File: src/rtl/mem_copier.sv
// Word-granular memory-to-memory copier with range checking and overlap-safe ordering.
// One word moves per RD/WR pair; all outputs are registered.
module mem_copier #(
  parameter logic [15:0] LOW_ADDR  = 16'h0008,
  parameter logic [15:0] HIGH_ADDR = 16'h7FFF
) (
  input  logic        clk,
  input  logic        rst_n,
  input  logic        start,
  input  logic [15:0] src,
  input  logic [15:0] dst,
  input  logic [15:0] len,
  output logic        busy,
  output logic        done,
  output logic        err,
  output logic        mem_read,
  output logic        mem_write,
  output logic [15:0] mem_addr,
  output logic [15:0] mem_wdata,
  input  logic [15:0] mem_rdata
);

  typedef enum logic [1:0] {IDLE, RD, WR, FIN} state_t;

  state_t      state, state_nx;
  logic [15:0] src_q, dst_q, len_q;
  logic [15:0] off, off_nx;
  logic        back_q;
  logic [15:0] buffer, buf_nx;
  logic        busy_nx, done_nx, err_nx, rd_nx, wr_nx;
  logic [15:0] addr_nx;

  logic [16:0] src_end, dst_end;
  logic        req_bad, req_back, last;

  // 17-bit end addresses so a wrap past 16'hFFFF shows up as out of range
  always_comb begin
    src_end  = {1'b0, src} + {1'b0, len} - 17'd1;
    dst_end  = {1'b0, dst} + {1'b0, len} - 17'd1;
    req_bad  = (src < LOW_ADDR) || (dst < LOW_ADDR) ||
               (src_end > {1'b0, HIGH_ADDR}) || (dst_end > {1'b0, HIGH_ADDR});
    req_back = (dst > src) && ({1'b0, dst} <= src_end);
    last     = back_q ? (off == '0) : (off == len_q - 16'd1);
  end

  always_ff @(posedge clk or negedge rst_n) begin
    if (!rst_n) begin
      state     <= IDLE;
      busy      <= 1'b0;
      done      <= 1'b0;
      err       <= 1'b0;
      mem_read  <= 1'b0;
      mem_write <= 1'b0;
      mem_addr  <= '0;
      buffer    <= '0;
      off       <= '0;
      src_q     <= '0;
      dst_q     <= '0;
      len_q     <= '0;
      back_q    <= 1'b0;
    end else begin
      state     <= state_nx;
      busy      <= busy_nx;
      done      <= done_nx;
      err       <= err_nx;
      mem_read  <= rd_nx;
      mem_write <= wr_nx;
      mem_addr  <= addr_nx;
      buffer    <= buf_nx;
      off       <= off_nx;
      if (state == IDLE && start) begin
        src_q  <= src;
        dst_q  <= dst;
        len_q  <= len;
        back_q <= req_back;
      end
    end
  end

  always_comb begin
    state_nx = state;
    unique case (state)
      IDLE:    if (start) state_nx = (req_bad || len == '0) ? FIN : RD;
      RD:      state_nx = WR;
      WR:      state_nx = last ? FIN : RD;
      FIN:     state_nx = IDLE;
      default: state_nx = IDLE;
    endcase
  end

  // Next values of the registered outputs; the first RD address is formed from
  // the live request inputs because the latched copies are not yet valid.
  always_comb begin
    busy_nx = 1'b0;
    done_nx = 1'b0;
    err_nx  = 1'b0;
    rd_nx   = 1'b0;
    wr_nx   = 1'b0;
    addr_nx = mem_addr;
    buf_nx  = buffer;
    off_nx  = off;
    unique case (state)
      IDLE: begin
        if (start) begin
          off_nx = req_back ? len - 16'd1 : '0;
          if (state_nx == FIN) begin
            done_nx = 1'b1;
            err_nx  = req_bad;
          end else begin
            rd_nx   = 1'b1;
            busy_nx = 1'b1;
            addr_nx = src + off_nx;
          end
        end
      end
      RD: begin
        wr_nx   = 1'b1;
        busy_nx = 1'b1;
        addr_nx = dst_q + off;
        buf_nx  = mem_rdata;
      end
      WR: begin
        if (last) begin
          done_nx = 1'b1;
        end else begin
          off_nx  = back_q ? off - 16'd1 : off + 16'd1;
          rd_nx   = 1'b1;
          busy_nx = 1'b1;
          addr_nx = src_q + off_nx;
        end
      end
      FIN:     ;
      default: ;
    endcase
  end

  assign mem_wdata = buffer;

endmodule

File: config.mk
export PLATFORM = sky130hd
export DESIGN_NAME = mem_copier
export DESIGN_NICKNAME = d
export VERILOG_FILES = /design/src/rtl/mem_copier.sv
export SDC_FILE = /design/constraint.sdc
export NUM_CORES = 1
export LEC_CHECK = 0
export CORE_ASPECT_RATIO = 1.25
export CORE_MARGIN = 1
export CORE_UTILIZATION = 55
export DETAILED_ROUTE_END_ITERATION = 10
export GPL_TIMING_DRIVEN = 0
export HOLD_SLACK_MARGIN = 0.02
export MAX_ROUTING_LAYER = met4
export PLACE_DENSITY_LB_ADDON = 0.3
export SLEW_MARGIN = 15
export SYNTH_ARGS = -nofsm -noshare
export SYNTH_HDL_FRONTEND = slang
export SYNTH_SLANG_ARGS = --single-unit
File: constraint.sdc
create_clock -name clk -period 8.6 [get_ports clk]
set_clock_uncertainty 0.2 [all_clocks]
set_input_delay 0.86 -clock clk [delete_from_list [all_inputs] [get_ports clk]]
set_output_delay 0.86 -clock clk [all_outputs]
set_load 0.005 [all_outputs]
==> impl_summary.md <==
Pwr
Cell internal power was estimated by the tool at slightly below 900 uW. The share of total power consumed by net switching is about a third. Of the total power, combinational logic draws a little under a third. The power per unit of standard cell area is 112 mW/mm2.

The sequential power share is between 30% and 40%. VDD sags by at most between 80 and 90 uV. In this run the static leakage power is around 0.0059 uW. The fraction of power consumed by the clock network is 32.0%. For this design the total switching power over the nets is roughly 470 uW. Power comes to 1350 uW.

Run
The total of max-cap violations is 0.

Clock network
The maximum clock path buffer count is 2. For this design, the CTS-stage hold fixing added 0 buffers. Clock latency on the worst-skew pair, taken at its later pin, is about 370 ps.

The count of clock tree sinks is ~100. The cell at the root of the clock tree is sky130_fd_sc_hd__clkbuf_16. The clock-pin slew reported for the worst setup and hold paths after clock tree synthesis is 80 ps. The H-tree generated during clock tree synthesis spans 3 levels. Buffers inserted during clock tree synthesis total 9. The CTS tree is done.

Placed design
The wire-length estimate of the detail-placed layout is about 26000 um. The final weighted congestion in routability-driven placement is just over 1. In this run the tool buffered the top-level ports with just over 100 buffer cells. The placed standard-cell area is 0.0118 mm2.

The worst slack at placement is -912 ps.

Worst setup path
The origin of the worst setup path is len[2]. By startpoint and endpoint, the worst setup path is classified as in -> reg. The endpoint of the worst-slack reg-to-reg timing path is mem_addr[15]$_DFFE_PN0P_. The cell that appears most often on the critical path is sky130_fd_sc_hd__ha_1.

In this run the worst path has a maximum fanout of 19. The number of cells on the worst reg-to-reg path is 18. The kind of capture point of the worst setup path is a register. The worst-case register-to-register setup slack is around 2800 ps.

The category of cells accounting for the largest share of critical-path delay is compound AO/OA/AOI/OAI gates. The startpoint identified for the worst register-to-register timing path is back_q$_DFFE_PN0P_. The biggest cell delay along the critical path is approximately 570 ps. The critical path startpoint category is an input pin. The data required time of the worst path is 8710 ps. The slowest cell on the critical path is sky130_fd_sc_hd__clkdlybuf4s50_1.

The number of buffers and inverters on the critical path is 5. Data arrives at the worst endpoint at 8290 ps.

Yosys
The most used flip-flop cell after synthesis is sky130_fd_sc_hd__dfrtp_1. Sorting the synthesized cells by area gives the leading types as sky130_fd_sc_hd__dfrtp_1 25%, sky130_fd_sc_hd__ha_1 19%, sky130_fd_sc_hd__o21ai_0 5.7%, sky130_fd_sc_hd__xnor2_1 5.5%, sky130_fd_sc_hd__inv_1 4.9%. The synthesized net count is between 1000 and 1500. The average instance in the mapped netlist occupies about 8.4 um2.

Counting flops and latches in the post-synthesis netlist gives approximately 100. Of all flip-flops after synthesis, the portion carrying an async set or reset was 100%. The number of different library cells used by synthesis comes to 70. The largest total area in the synthesized netlist belongs to sky130_fd_sc_hd__dfrtp_1. The most used standard cell by instance count after synthesis is sky130_fd_sc_hd__ha_1. The commonest cells after synthesis are 159 x sky130_fd_sc_hd__ha_1, 137 x sky130_fd_sc_hd__inv_1, 119 x sky130_fd_sc_hd__o21ai_0. Of the post-synthesis cell area, the dominant cell type holds around a quarter. Synthesis produced roughly 1200 cells. The area of the mapped netlist is ~0.010 mm2.

The count of flip-flops with a built-in enable after synthesis is 0. The yosys synthesis warning count is 0. Of the synthesized area, sequential elements account for between 20% and 30%.

STA
Based on the critical path, the design can be clocked at up to between 0.1 and 0.15 GHz. The number of failing hold endpoints at the final stage is 0. After layout, the worst path uses 95.0% of the clock period. The worst slew slack as a fraction of its limit is 23.3%. The final max-slew violation count is 0. After layout, the minimum clock period comes to 8170 ps. Setup repair after global routing left no endpoint under its margin. Setup violations remaining at the end of the flow were counted as 0. At the pin with the least slew margin, the transition time is 1130 ps. The smallest setup slack after layout is 426 ps. Final hold analysis gives a worst-case slack of just over 200 ps.

Drt
The first-pass iteration count of the detailed router is 7. The routed wire length per instance is between 20 and 25 um. After the first detailed-routing iteration, the DRC count stood at a little over 700. The detailed-route via count is ~10000.

In the routed layout, each cell is associated on average with a via count of 6.19. The count of nets left with antenna violations once routing finished came out at 0. The sum of routed wire length over all layers is 32300 um. The number of design rule violations left after detail routing is 0.

Floorplan
The initial utilization of the core area, before any placement, comes to a little under three fifths. The die height is 156 um. The number of rows in the core area is 55. The x dimension of the die is around 130 um. The floorplan core area is between 0.015 and 0.02 mm2. about 100 I/O pins were placed.

The total die area is 0.0195 mm2.

Final layout
Summing all non-filler instances in the final layout gives an area of 0.0121 mm2. The number of filler instances in the final layout is roughly 1500. The proportion of layout cells with a drive suffix above 1 is between 6 and 7%.

The number of nets in the finished design is 1582. The synthesis-to-finish area growth is 16.1%. The combined area of the multi-input logic cells is about 0.007 mm2.

Across the whole layout, storage elements account for 0.00260 mm2. 0 antenna diodes ended up in the layout.

Status
The run finished with clean final reports.

Global route
The first global-routing pass estimated 50500 um of wire. Across every metal layer, demand over resource in global routing totals a little over a third. For met1 alone, demand over resource in global routing was between 30% and 40%.

The total overflow left after global routing is 0. The via count of the first global-routing pass came to ~9600. Global routing consumed, on the met2 layer, 58.6% of the routing resources. The global routing stage identified its most utilized layer as met2. In the global route stage, met3 resource usage came out at approximately 4.9%.

The pin count of the biggest net entering global routing is 66. The initial antenna violation count came to 0.

Min path
The worst min-delay path category is in -> async.
## metrics by stage
stage | util (%) | setup TNS (ps) | instances
finish | 66.1 | 0 | 1583
global route | 66.1 | 0 | 1583
CTS | 66.0 | 0 | 1581
detailed placement | 64.3 | -5800 | 1566
global placement | 64.1 | -4310 | 1565
floorplan | - | 0 | 1234
## power groups by stage
stage | combinational (uW) | sequential (uW) | clock (uW)
CTS | 416 | 494 | 433
global route | 468 | 495 | 455
floorplan | 268 | 504 | 0
finish | 425 | 494 | 433
global placement | 400 | 504 | 0
detailed placement | 414 | 504 | 0
## what timing repair did
| item | 4_1_cts | 5_1_grt |
|---|---|---|
| pin swaps | 0 | 1 |
| setup endpoints to repair | 9 | 9 |
| setup buffers | 0 | 2 |
| gates resized for setup | 2 | 7 |
## state kept, by name, summed over array words and instances (netlist names)
register,count
len_q,16
mem_read,1
done,1
mem_wdata,16
off,16
state,2
mem_addr,16
mem_write,1
err,1
src_q,16
dst_q,16
back_q,1
busy,1
## worst max path at each step
stage                                          end  slack [ps]  depth (start not counted)
after CTS                 mem_addr[15]$_DFFE_PN0P_          50                         35
after detailed placement  mem_addr[15]$_DFFE_PN0P_        -910                         36
after global routing      mem_addr[15]$_DFFE_PN0P_         0.6                         35
after floorplan           mem_addr[15]$_DFFE_PN0P_        1380                         35
after global placement    mem_addr[15]$_DFFE_PN0P_        -750                         36
final                     mem_addr[15]$_DFFE_PN0P_         430                         32
## kinds of logic after synthesis
family	count (synthesis)	synth area share, %
muxes	41	4.68
DFF	104	25.0
adders and majority gates	165	20.2
and+or+nand+nor	313	14.5
buffers and inverters	170	6.39
xor gates and xnor gates	101	8.62
AOI/OAI and AO/OA	340	20.6
## routing by layer
| metal | routed length (um) | share of wire (%) |
|---|---|---|
| met5 | 0 | 0 |
| met4 | 2380 | 7.4 |
| met3 | 1910 | 5.9 |
| met2 | 15500 | 48 |
| met1 | 12400 | 39 |
## worst reg2reg max path: stages (launching register included)
cell and delay [ps]:
sky130_fd_sc_hd__dfrtp_1 810, sky130_fd_sc_hd__ha_1 410, sky130_fd_sc_hd__a21o_1 190, sky130_fd_sc_hd__a21oi_1 210, sky130_fd_sc_hd__nor2b_1 80, sky130_fd_sc_hd__o21a_1 180, sky130_fd_sc_hd__o41ai_1 550, sky130_fd_sc_hd__o21ai_0 320
sky130_fd_sc_hd__nor2_1 290, sky130_fd_sc_hd__ha_1 340, sky130_fd_sc_hd__and3_1 200, sky130_fd_sc_hd__a221o_1 330, sky130_fd_sc_hd__a311o_1 360, sky130_fd_sc_hd__a31o_2 240, sky130_fd_sc_hd__a21oi_1 170, sky130_fd_sc_hd__xor2_1 200
sky130_fd_sc_hd__mux2i_1 240, sky130_fd_sc_hd__a22oi_1 110, sky130_fd_sc_hd__mux2_4 300
## layout by cell type, fill, tap and decap left out, types with 5 or more instances in the layout
cell,Yosys,routed
sky130_fd_sc_hd__o31ai_1,7,7
sky130_fd_sc_hd__nand2_1,91,91
sky130_fd_sc_hd__mux2_4,9,9
sky130_fd_sc_hd__o21bai_1,8,8
sky130_fd_sc_hd__nor2_1,81,81
sky130_fd_sc_hd__a31o_2,6,6
sky130_fd_sc_hd__clkbuf_1,22,20
sky130_fd_sc_hd__o211ai_1,5,5
sky130_fd_sc_hd__clkbuf_16,0,9
sky130_fd_sc_hd__fa_1,6,6
sky130_fd_sc_hd__nand2b_1,11,11
sky130_fd_sc_hd__buf_1,6,5
sky130_fd_sc_hd__o21ai_0,119,118
sky130_fd_sc_hd__nor3_1,35,35
sky130_fd_sc_hd__a211oi_1,12,12
sky130_fd_sc_hd__nand4_1,12,12
sky130_fd_sc_hd__xor2_1,35,35
sky130_fd_sc_hd__a21o_1,26,26
sky130_fd_sc_hd__o21a_1,10,10
sky130_fd_sc_hd__nor2b_1,14,14
sky130_fd_sc_hd__or3_1,8,8
sky130_fd_sc_hd__a211o_1,5,5
sky130_fd_sc_hd__a21oi_1,86,86
sky130_fd_sc_hd__dfrtp_1,104,104
sky130_fd_sc_hd__nor4_1,11,10
sky130_fd_sc_hd__mux2_2,26,26
sky130_fd_sc_hd__or2_2,6,6
sky130_fd_sc_hd__inv_1,137,136
sky130_fd_sc_hd__o22ai_1,5,5
sky130_fd_sc_hd__and3_1,12,12
sky130_fd_sc_hd__mux2i_1,6,6
sky130_fd_sc_hd__clkdlybuf4s50_1,0,102
sky130_fd_sc_hd__xnor2_1,65,65
sky130_fd_sc_hd__a31oi_1,5,5
sky130_fd_sc_hd__ha_1,159,159
sky130_fd_sc_hd__nand3_1,17,17
## layout make-up
type | count | area share (%)
clock buffer | 9 | 1.86
tap | 228 | 2.36
clock inverter | 7 | 0.672
timing repair buffer | 106 | 8.88
multi-input combinational | 960 | 59.2
sequential | 104 | 21.5
buffer | 32 | 1.29
inverter | 137 | 4.28
Note: power is estimated with default switching activity, not from simulation.
